**src/rtl/matinv_pkg.sv**
```systemverilog
// Shared constants, serializer state encoding and flattened-matrix slice helper for the 5x5 inverter.
// Latency: n/a (declarations only).
// Backpressure: n/a (declarations only).
package matinv_pkg;

    localparam int N         = 5;
    localparam int W         = 32;
    localparam int NUM_ELEMS = N * N;
    localparam int IDX_W     = 5;
    localparam int TAG_W     = 3;

    typedef enum logic {
        IDLE   = 1'b0,
        STREAM = 1'b1
    } ser_state_t;

    // Element (r,c) of a row-major flattened N x N matrix, zero-based indices.
    function automatic logic [W-1:0] elem_slice(input logic [N*N*W-1:0] mat,
                                                input int r,
                                                input int c);
        return mat[(r * N + c) * W +: W];
    endfunction

endpackage

```
**src/rtl/matinv_result_serializer.sv**
```systemverilog
// Captures a 5x5 inverse in one handshake and streams it row-major, one word per out handshake,
// with row/col/last tags. Optional XOR checksum word appended when MATINV_SER_CHECKSUM_EN is defined.
// Latency: first word valid the cycle after capture; backpressure: words hold while out_ready=0, no capture while streaming.
module matinv_result_serializer
    import matinv_pkg::*;
(
    input  logic               clk,
    input  logic               reset,
    input  logic               in_valid,
    output logic               in_ready,
    input  logic [N*N*W-1:0]   in_matrix,
    output logic               out_valid,
    input  logic               out_ready,
    output logic [W-1:0]       out_data,
    output logic [TAG_W-1:0]   out_row,
    output logic [TAG_W-1:0]   out_col,
    output logic               out_last,
    output logic               busy
);

`ifdef MATINV_SER_CHECKSUM_EN
    localparam logic [IDX_W-1:0] LAST_IDX = IDX_W'(NUM_ELEMS);
`else
    localparam logic [IDX_W-1:0] LAST_IDX = IDX_W'(NUM_ELEMS - 1);
`endif
    localparam logic [TAG_W-1:0] COL_MAX  = TAG_W'(N - 1);

    ser_state_t         state_q, state_d;
    logic [IDX_W-1:0]   idx_q, idx_d;
    logic [TAG_W-1:0]   row_q, row_d;
    logic [TAG_W-1:0]   col_q, col_d;
    logic               capture;
    logic [W-1:0]       elem_q [NUM_ELEMS];
    logic [W-1:0]       cur_word;

`ifdef MATINV_SER_CHECKSUM_EN
    logic [W-1:0]       chk_q, chk_d;

    // XOR fold of the incoming matrix, registered alongside the elements at capture.
    always_comb begin
        chk_d = '0;
        for (int i = 0; i < NUM_ELEMS; i++) begin
            chk_d = chk_d ^ in_matrix[i*W +: W];
        end
    end

    // Checksum register, refreshed only on capture.
    always_ff @(posedge clk) begin
        if (reset) begin
            chk_q <= '0;
        end else if (capture) begin
            chk_q <= chk_d;
        end
    end
`endif

    // Next-state, word index and row/col tag counters.
    always_comb begin
        state_d = state_q;
        idx_d   = idx_q;
        row_d   = row_q;
        col_d   = col_q;
        capture = 1'b0;
        case (state_q)
            IDLE: begin
                if (in_valid) begin
                    capture = 1'b1;
                    state_d = STREAM;
                    idx_d   = '0;
                    row_d   = '0;
                    col_d   = '0;
                end
            end
            STREAM: begin
                if (out_ready) begin
                    if (idx_q == LAST_IDX) begin
                        state_d = IDLE;
                        idx_d   = '0;
                        row_d   = '0;
                        col_d   = '0;
                    end else begin
                        idx_d = idx_q + IDX_W'(1);
                        // Wrapping the column after (4,4) lands on row 5, col 0: the checksum tag.
                        if (col_q == COL_MAX) begin
                            col_d = '0;
                            row_d = row_q + TAG_W'(1);
                        end else begin
                            col_d = col_q + TAG_W'(1);
                        end
                    end
                end
            end
            default: begin
                state_d = IDLE;
                idx_d   = '0;
                row_d   = '0;
                col_d   = '0;
            end
        endcase
    end

    // State and counter registers; reset aborts any stream in progress.
    always_ff @(posedge clk) begin
        if (reset) begin
            state_q <= IDLE;
            idx_q   <= '0;
            row_q   <= '0;
            col_q   <= '0;
        end else begin
            state_q <= state_d;
            idx_q   <= idx_d;
            row_q   <= row_d;
            col_q   <= col_d;
        end
    end

    // Capture buffer; only written on an accepted input so later in_matrix changes are ignored.
    always_ff @(posedge clk) begin
        if (reset) begin
            for (int i = 0; i < NUM_ELEMS; i++) begin
                elem_q[i] <= '0;
            end
        end else if (capture) begin
            for (int i = 0; i < NUM_ELEMS; i++) begin
                elem_q[i] <= elem_slice(in_matrix, i / N, i % N);
            end
        end
    end

    // Select the word at the current index (checksum sits one past the last element).
    always_comb begin
        cur_word = '0;
        if (idx_q < IDX_W'(NUM_ELEMS)) begin
            cur_word = elem_q[idx_q];
        end
`ifdef MATINV_SER_CHECKSUM_EN
        else if (idx_q == IDX_W'(NUM_ELEMS)) begin
            cur_word = chk_q;
        end
`endif
    end

    // Outputs decode registered state only; nothing combinational from in_valid or out_ready.
    assign in_ready  = (state_q == IDLE);
    assign busy      = (state_q != IDLE);
    assign out_valid = (state_q == STREAM);
    assign out_data  = (state_q == STREAM) ? cur_word : '0;
    assign out_row   = row_q;
    assign out_col   = col_q;
    assign out_last  = (state_q == STREAM) && (idx_q == LAST_IDX);

endmodule

```
**config.mk**
```make
export PLATFORM = sky130hd
export DESIGN_NAME = matinv_result_serializer
export DESIGN_NICKNAME = d
export VERILOG_FILES = /design/src/rtl/matinv_pkg.sv /design/src/rtl/matinv_result_serializer.sv
export SDC_FILE = /design/constraint.sdc
export NUM_CORES = 1
export LEC_CHECK = 0
export CELL_PAD_IN_SITES_DETAIL_PLACEMENT = 0
export CELL_PAD_IN_SITES_GLOBAL_PLACEMENT = 1
export CORE_AREA = 4 4 326 328
export CTS_CLUSTER_DIAMETER = 100
export CTS_CLUSTER_SIZE = 8
export DETAILED_ROUTE_END_ITERATION = 7
export DIE_AREA = 0 0 330 332
export PLACE_DENSITY = 0.7
export SYNTH_ARGS = -nofsm -noshare
export SYNTH_HDL_FRONTEND = slang
export SYNTH_SLANG_ARGS = --single-unit
```
**constraint.sdc**
```tcl
create_clock -name clk -period 62.5 [get_ports clk]
set_input_delay 12.5 -clock clk [delete_from_list [all_inputs] [get_ports clk]]
set_output_delay 12.5 -clock clk [all_outputs]
set_load 0.01 [all_outputs]
```
==> results.cfg, run 1 <==
[global_route]
grt_overflow = 0
antenna_found_initial = 30
grt_usage = 0.2255
grt_max_degree = 205
grt_pass1_vias = 24840
grt_pass1_wl_um = 175800

[hold_path]
hold_class = reg -> reg

[clocking]
post_cts_resize_count = 0
cts_root_buf = clkbuf_16
cts_buffers = 112
cts_tree = built
clockBufferDepth = 3
clock_latency_ps = 690
clock-sinks = 817
cts.clk_slew.worst_paths_ps = 50
ctsHoldBuffers = 0
cts_setup_buffers = 0
htreeDepth = 3

[sta]
slew_headroom = 0.07641
post-route-min-period_ps = 17820
finalMaxSlewViolations = 0
period_share = 0.2851
setup_slack_ps = 44680
setup-violations-final = 0
fin_skew_ps = 26.97
finalSetupTns_ps = 0
hold_viol = 0
whs_ps = 499.6
clock.fmax_mhz = 56.12
tightest_slew_ps = 1385
rsz0062_at_grt = false

[routing]
wl_per_cell_um = 27.92
dr.max_layer_used = met5
dr_wl_met2_um = 66090
dr.pass1.iters = 5
met3_length_um = 9300
antenna_left = 0
drc_errors = 0
viasPerCell = 5.026
drt_iter0_markers = 2032
dr_total_vias = 22790
finalWirelength_um = 126600
m1WireLength_um = 47150

[synth]
synth.avg_cell_area_sq_um = 15.98
synth_area_sq_mm = 0.03655
yosysMostFrequentCell = edfxtp_1
yosys.area.top_type = edfxtp_1
yosysUniqueCellTypes = 42
syn_nets = 3097
syn_inst = 2288
synth_top_cell_area_share = 0.6572
synth_ff_type = edfxtp_1
synth_warnings = 0
ys_top_cells_by_area = edfxtp_1 66%, mux4_2 12%, and2_1 9.9%
seq_area_frac_synth = 0.6665
synth_common_cells = 800 x edfxtp_1, 577 x and2_1, 255 x nor2b_1, 188 x mux4_2, 118 x clkbuf_1
synth_edf_count = 800
async_reset_ff_frac = 0
yosys_register_bits = 817

[placed_design]
placed_cells = 4379
hpwl_um = 94550
portBuffers = 845
gp_congestion = 0.8783
place_ws_ps = 44620
placedInstanceArea_sq_mm = 0.04627

[worst_setup_path]
path_class = reg -> out
cp_max_fo = 48
endpoint_kind = primary output
worstPathArrival_ps = 5320
worstPathRequired_ps = 50000
cp-start-kind = register

[die]
die-area_sq_mm = 0.1096
num_io_pins = 846
die_h_um = 332
die_w_um = 330
rows = 118
core_area_sq_mm = 0.1032
initial_core_util = 0.3542

[pwr]
clockPowerShare = 0.405
finalPower_mw = 1.345
leakage_nw = 17.70
p_seq_frac = 0.491
p_sw_frac = 0.2157
p_switching_uw = 290.1
ir_drop_mv = 0.02192
intPower_mw = 1.055
power.density_mw_per_mm2 = 27.27
comb_power_share = 0.104

[outcome]
status = complete, no violations

[flow_run]
drv_cap = 0

[layout]
fillers = 8867
final_cells = 4534
nNetsFinal = 3922
drive_above_1_share = 0.1144
utilization = 0.4780
design_area_sq_mm = 0.04933
syn_to_final_growth_pct = 34.95
-- worst paths after layout --
| path | cells after the start | slack (ps) | endpoint | from |
|---|---|---|---|---|
| worst max register to register | 6 | 57040 | elem_q[3][14] | busy |
| worst max-delay path | 7 | 44680 | out_data[10] | register |
| worst min register to register | 2 | 500 | out_row[2] | out_row[2] |
| worst min-delay path | 2 | 500 | out_row[2] | out_row[2] |
-- kinds of logic (layout without fill, tap and decap cells) --
family,after synthesis,count (layout),share of synthesized area
mux,207,207,0.1214
flops,817,817,0.6665
xor+xnor,4,4,0.0009586
fa+ha+maj,5,5,0.001712
compound gates,141,141,0.03084
simple gates,944,944,0.1573
buf+inv,170,1019,0.02133
other cells,0,17,0
-- final cells by class --
class                   instances  area [sq um]  area share
inverters                       7         26.28   0.0005327
multi-input cells            1301         11440      0.2319
well taps                    1380          1727     0.03500
flip-flops and latches        817         24380      0.4942
clock buffers                 135          2974     0.06029
clock inverters                 3         37.54   0.0007609
repair buffers                874          8702      0.1764
diodes                         17         42.54   0.0008624
-- sequential cells by signal (all words and copies together), names as in the netlist, named ones only --
| signal | flops |
|---|---|
| out_row | 3 |
| out_col | 3 |
| idx_q | 5 |
| busy | 1 |
| elem_q | 800 |
-- worst max-delay path, stage by stage (launching register included) --
cell             delay, ps
dfxtp_4                930
buf_4                  910
buf_4                  660
mux4_2                 580
a22oi_1                480
nand2_1                200
a32o_1                 250
clkdlybuf4s50_1        530
-- layout by cell type (no fill, tap or decap), types with 7 or more instances in the layout --
| cell | netlist | final |
|---|---|---|
| clkdlybuf4s50_1 | 0 | 844 |
| edfxtp_1 | 800 | 800 |
| and2_1 | 577 | 576 |
| nor2b_1 | 255 | 253 |
| mux4_2 | 188 | 188 |
| clkbuf_16 | 0 | 116 |
| a22oi_1 | 52 | 52 |
| nand2_1 | 36 | 36 |
| nand2b_1 | 31 | 30 |
| a211o_1 | 28 | 28 |
| a32o_1 | 28 | 28 |
| buf_4 | 8 | 27 |
| nor2_1 | 23 | 20 |
| clkbuf_1 | 118 | 19 |
| diode_2 | 0 | 17 |
| dfxtp_1 | 17 | 13 |
| nand3_1 | 11 | 11 |
| mux2_2 | 10 | 10 |
| o21ai_0 | 9 | 9 |
| mux2i_1 | 9 | 9 |
| inv_1 | 7 | 7 |
-- metal layers --
metal | vias up | GRT usage
met5 | - | 0
met4 | 16 | 0.07533
met3 | 204 | 0.05604
met2 | 906 | 0.4021
met1 | 11510 | 0.2651
li1 | 10150 | -
-- power groups by stage --
stage | logic [mW] | registers (mW) | clock network (mW)
2_1_floorplan | 0.0608 | 0.695 | 0
3_3_place_gp | 0.141 | 0.669 | 0
3_5_place_dp | 0.142 | 0.672 | 0
4_1_cts | 0.143 | 0.661 | 0.555
5_1_grt | 0.149 | 0.664 | 0.578
6_report | 0.140 | 0.661 | 0.544
(Power assumes the default switching activity.)
==> run 2: changes to the inputs <==
--- a/config.mk
+++ b/config.mk
@@ -7,12 +7,12 @@
 export LEC_CHECK = 0
 export CELL_PAD_IN_SITES_DETAIL_PLACEMENT = 0
 export CELL_PAD_IN_SITES_GLOBAL_PLACEMENT = 1
-export CORE_AREA = 4 4 326 328
+export CORE_AREA = 4 4 328 330
 export CTS_CLUSTER_DIAMETER = 100
 export CTS_CLUSTER_SIZE = 8
 export DETAILED_ROUTE_END_ITERATION = 7
-export DIE_AREA = 0 0 330 332
-export PLACE_DENSITY = 0.7
+export DIE_AREA = 0 0 332 334
+export PLACE_DENSITY = 0.69
 export SYNTH_ARGS = -nofsm -noshare
 export SYNTH_HDL_FRONTEND = slang
 export SYNTH_SLANG_ARGS = --single-unit
==> constraint.sdc (replaced) <==
create_clock -name clk -period 18.49 [get_ports clk]
set_input_delay 3.698 -clock clk [delete_from_list [all_inputs] [get_ports clk]]
set_output_delay 3.698 -clock clk [all_outputs]
set_load 0.01 [all_outputs]
==> run 2 against run 1 <==
Effect of this change:
- sequential share of layout area down 0.079 points
- sequential cell count unchanged
- global-route usage shrank 0.30 points
- hold slack worse by 8.8 ps
- worst setup slack got worse by 35000 ps
- combinational power rose to 3.4 times the previous value
- total power increased to 3.4 times the previous value
- first-iteration DRC count is 8.0% lower
- clock power grew to 3.4 times the previous value
- cell area rose by 0.16%
- non-clock buffer count rose by 2
- clock skew shrank 7.9 ps
==> results.cfg, run 2 (synthesis gave the netlist of run 1 again) <==
[die]
num_io_pins = 846
core_area_sq_mm = 0.1048
rows = 119
die_h_um = 334
die-area_sq_mm = 0.1109
die_w_um = 332
initial_core_util = 0.3487

[sta]
clock.fmax_mhz = 107.5
fin_skew_ps = 19.04
period_share = 0.5033
setup_slack_ps = 9184
hold_viol = 0
rsz0062_at_grt = false
post-route-min-period_ps = 9306
whs_ps = 490.8
tightest_slew_ps = 1173
finalSetupTns_ps = 0
finalMaxSlewViolations = 0
slew_headroom = 0.2181
setup-violations-final = 0

[routing]
dr.pass1.iters = 6
antenna_left = 0
viasPerCell = 5.014
wl_per_cell_um = 27.86
met3_length_um = 9866
drt_iter0_markers = 1870
dr.max_layer_used = met5
dr_wl_met2_um = 65960
finalWirelength_um = 127100
dr_total_vias = 22870
m1WireLength_um = 47370
drc_errors = 0

[layout]
drive_above_1_share = 0.1149
final_common_cell = clkdlybuf4s50_1
syn_to_final_growth_pct = 35.17
final_cell_mix = 844 x clkdlybuf4s50_1, 800 x edfxtp_1, 577 x and2_1, 253 x nor2b_1, 188 x mux4_2
largest_reg_flops = 800
largest_register = elem_q
largestRegisters = elem_q: 800 flops, idx_q: 5 flops
nNetsFinal = 3924
utilization = 0.4714

[global_route]
grt_pass1_vias = 24990
antenna_found_initial = 46
grt_usage = 0.2225
grt_max_degree = 193
grt_overflow = 0
grt_pass1_wl_um = 177300

[worst_setup_path]
worst_path_max_delay_cell = buf_4
cp-start-kind = register
endpoint_kind = primary output
worstPathRequired_ps = 14790
path_class = reg -> out
crit_top_cell = buf_4
worstPathArrival_ps = 5610
crit_path_cell_trace = buf_12, buf_4, buf_4, mux4_2, nor2b_1, a211o_1, a32o_1, clkdlybuf4s50_1
cpPeakStageDelay_ps = 790
cp_max_fo = 97

[clocking]
clock_latency_ps = 680
cts_tree = built
cts_buffers = 112
cts_setup_buffers = 0
cts_root_buf = clkbuf_16
htreeDepth = 3
cts.clk_slew.worst_paths_ps = 50
clockBufferDepth = 3
post_cts_resize_count = 0
ctsHoldBuffers = 0
clock-sinks = 817

[pwr]
leakage_nw = 17.71
ir_drop_mv = 0.07591
power.density_mw_per_mm2 = 92.01

[placed_design]
hpwl_um = 94480
portBuffers = 845
gp_congestion = 0.8856
place_ws_ps = 9623

[flow_run]
drv_cap = 0

[outcome]
status = complete, no violations

[hold_path]
hold_class = reg -> reg
run 2: cell types whose count changed in the layout (fill, tap and decap cells not counted), sizes merged:
| cell | before | now |
|---|---|---|
| buf | 30 | 32 |
| clkinv | 3 | 4 |
| diode | 17 | 28 |
| inv | 7 | 9 |
run 2: path summary, 6_finish.rpt:
kind / end / start / slack [ps] / cells after the start
worst max-delay path: out_data[16] / register / 9180 / 8
worst min-delay path: out_row[1] / out_row[1] / 490 / 2
worst max register to register: elem_q[11][28] / busy / 13630 / 5
worst min register to register: out_row[1] / out_row[1] / 490 / 2
run 2: cell type report:
| type | instances | area (sq um) |
|---|---|---|
| Fill cell | 9188 | 55410 |
| Sequential cell | 817 | 24380 |
| Multi-Input combinational cell | 1301 | 11440 |
| Timing Repair Buffer | 876 | 8730 |
| Clock buffer | 135 | 2932 |
| Tap cell | 1391 | 1740 |
| Clock inverter | 6 | 86.33 |
| Antenna cell | 28 | 70.07 |
| Inverter | 7 | 26.28 |
run 2: routing by layer:
metal  up-vias  GRT usage
li1      10180          -
met1     11530     0.2623
met2       927     0.3921
met3       205    0.06299
met4        32    0.07445
met5         -          0
run 2: worst max-delay path, delay by kind of cell, from the launching register on:
family                 cells  cell delay, ps
muxes                      1             590
buffers and inverters      4            2600
AOI/OAI and AO/OA          2             670
DFF                        1             710
and+or+nand+nor            1             140
run 2: report_power, final:
part | total, mW | internal [mW] | switching, mW | leakage [nW]
clock network | 1.84 | 1.09 | 0.750 | 1.47
logic | 0.469 | 0.271 | 0.198 | 7.52
registers | 2.24 | 2.19 | 0.0420 | 8.73
run 2: through the flow:
stage | instances | total power, mW | area (sq um)
detailed placement | 4391 | 2.748 | 46300
global placement | 4391 | 2.738 | 46300
finish | 4561 | 4.546 | 49410
floorplan | 2288 | 2.505 | 36560
global route | 4552 | 4.707 | 49380
CTS | 4532 | 4.601 | 49320
==> run 3: changes to the inputs <==
--- a/config.mk
+++ b/config.mk
@@ -7,12 +7,12 @@
 export LEC_CHECK = 0
 export CELL_PAD_IN_SITES_DETAIL_PLACEMENT = 0
 export CELL_PAD_IN_SITES_GLOBAL_PLACEMENT = 1
-export CORE_AREA = 4 4 328 330
+export CORE_AREA = 4 4 325 327
 export CTS_CLUSTER_DIAMETER = 100
 export CTS_CLUSTER_SIZE = 8
 export DETAILED_ROUTE_END_ITERATION = 7
-export DIE_AREA = 0 0 332 334
-export PLACE_DENSITY = 0.69
+export DIE_AREA = 0 0 329 331
+export PLACE_DENSITY = 0.73
 export SYNTH_ARGS = -nofsm -noshare
 export SYNTH_HDL_FRONTEND = slang
 export SYNTH_SLANG_ARGS = --single-unit
==> constraint.sdc (replaced) <==
create_clock -name clk -period 7.6 [get_ports clk]
set_input_delay 1.52 -clock clk [delete_from_list [all_inputs] [get_ports clk]]
set_output_delay 1.52 -clock clk [all_outputs]
set_load 0.01 [all_outputs]
==> run 3 against run 2 <==
Effect of this change:
- critical path depth shrank 2
- hold slack gained 8.1 ps
- clock power grew 140%
- wire length shrank 0.15%
- combinational power grew 150%
- cell area grew 0.10%
- via count grew 0.99%
- final cell count shrank 0.48%
- utilization grew 0.93 points
- worst setup slack lost 7500 ps
==> results.cfg, run 3 (synthesis gave the netlist of run 1 again) <==
[outcome]
status = complete, no violations

[hold_path]
worstHoldStart = out_row[2]
hold-path-endpoint = out_row[2]
hold_class = reg -> reg
min_delay_path_depth = 2

[layout]
largest_reg_flops = 800
final_cell_mix = 844 x clkdlybuf4s50_1, 800 x edfxtp_1, 576 x and2_1, 253 x nor2b_1, 188 x mux4_2
final_common_cell = clkdlybuf4s50_1
largest_register = elem_q
largestRegisters = elem_q: 800 flops, idx_q: 5 flops
syn_to_final_growth_pct = 35.31
design_area_sq_mm = 0.04946
nNetsFinal = 3922
drive_above_1_share = 0.1143

[routing]
viasPerCell = 5.089
drt_iter0_markers = 1907
finalWirelength_um = 126900
dr_total_vias = 23100
wl_per_cell_um = 27.96
dr.pass1.iters = 5
antenna_left = 0
drc_errors = 0

[worst_setup_path]
worst_path_max_delay_cell = dfxtp_4
reg2reg_slack_ps = 4440
endpoint_kind = primary output
cp-start-kind = register
worstPathArrival_ps = 4430
path_class = reg -> out
r2r-start = busy
cp_max_fo = 35
ff2ff_path_depth = 3
cpPeakStageDelay_ps = 800
crit_path_cell_trace = buf_4, mux4_2, a22oi_1, nand2_1, a32o_1, clkdlybuf4s50_1
worstPathRequired_ps = 6080
worstReg2RegEnd = elem_q[15][16]

[sta]
period_share = 0.7831
fin_skew_ps = 15.88
finalMaxSlewViolations = 0
slew_headroom = 0.08743
tightest_slew_ps = 1369
hold_viol = 0
setup_slack_ps = 1649
clock.fmax_mhz = 168.0
post-route-min-period_ps = 5951
rsz0062_at_grt = false
setup-violations-final = 0

[global_route]
grt_overflow = 0
grt_max_degree = 236
grt_usage = 0.2256
grt_pass1_vias = 24610
antenna_found_initial = 34
grt_pass1_wl_um = 174000

[clocking]
post_cts_resize_count = 0
cts_buffers = 112
clock_latency_ps = 670
ctsHoldBuffers = 0
clock-sinks = 817
cts_tree = built
htreeDepth = 3
clockBufferDepth = 3
cts_root_buf = clkbuf_16
cts.clk_slew.worst_paths_ps = 50
cts_setup_buffers = 0

[pwr]
leakage_nw = 17.74
ir_drop_mv = 0.1639
power.density_mw_per_mm2 = 224.0

[die]
core_area_sq_mm = 0.1029
die-area_sq_mm = 0.1089
num_io_pins = 846
rows = 118
die_w_um = 329
initial_core_util = 0.3552
die_h_um = 331

[placed_design]
portBuffers = 845
place_ws_ps = 2242
placedInstanceArea_sq_mm = 0.04640
gp_congestion = 0.8733
hpwl_um = 94330

[flow_run]
drv_cap = 0
-- run 3: cell count changes in the layout (fill, tap and decap cells not counted), moves of 3 or more --
| cell | before | now |
|---|---|---|
| clkbuf_1 | 21 | 13 |
| buf_4 | 28 | 17 |
| clkinv_8 | 3 | 0 |
| buf_12 | 3 | 12 |
-- run 3: critical path: cells and delay by family, from the launching register on --
kind	cells	cell delay, ps
compound gates	2	860
buf+inv	2	1120
flops	1	800
mux	1	560
simple gates	1	350
-- run 3: through the flow --
stage	TNS (ps)	util	instances	power [mW]	hold slack, ps
2_1_floorplan	-62510	-	2288	6.032	491.6
6_report	0	0.4806	4539	11.08	499.0
3_3_place_gp	0	0.4509	4379	6.680	472.5
3_5_place_dp	0	0.4509	4379	6.701	492.0
4_1_cts	0	0.4799	4511	11.18	499.9
5_1_grt	0	0.4804	4529	11.45	514.1
-- run 3: routing by layer --
| layer | vias up | GRT usage | wire (um) |
|---|---|---|---|
| li1 | 10160 | - | - |
| met1 | 11720 | 0.2771 | 48720 |
| met2 | 1016 | 0.3942 | 65060 |
| met3 | 197 | 0.05264 | 9135 |
| met4 | 10 | 0.07305 | 3904 |
| met5 | - | 0 | 62 |
-- run 3: worst max path at each step --
| stage | from | to | slack, ps |
|---|---|---|---|
| 2_1_floorplan | reset | elem_q[0][0] | -80 |
| 3_3_place_gp | register | out_data[24] | 2270 |
| 3_5_place_dp | register | out_data[24] | 2240 |
| 4_1_cts | register | out_data[24] | 1480 |
| 5_1_grt | register | out_data[24] | 1350 |
| 6_report | register | out_data[24] | 1650 |
-- run 3: area by class of cell --
| class | count | area, sq um |
|---|---|---|
| clock buffer | 128 | 2927 |
| fill | 8754 | 53450 |
| sequential | 817 | 24380 |
| tap | 1380 | 1727 |
| multi-input combinational | 1301 | 11440 |
| timing repair buffer | 874 | 8827 |
| antenna | 28 | 70.07 |
| clock inverter | 4 | 62.56 |
| inverter | 7 | 26.28 |
-- run 3: power breakdown --
part	total, mW	switching, mW	internal, mW
registers	5.45	0.111	5.34
logic	1.16	0.493	0.666
clock network	4.47	1.79	2.68
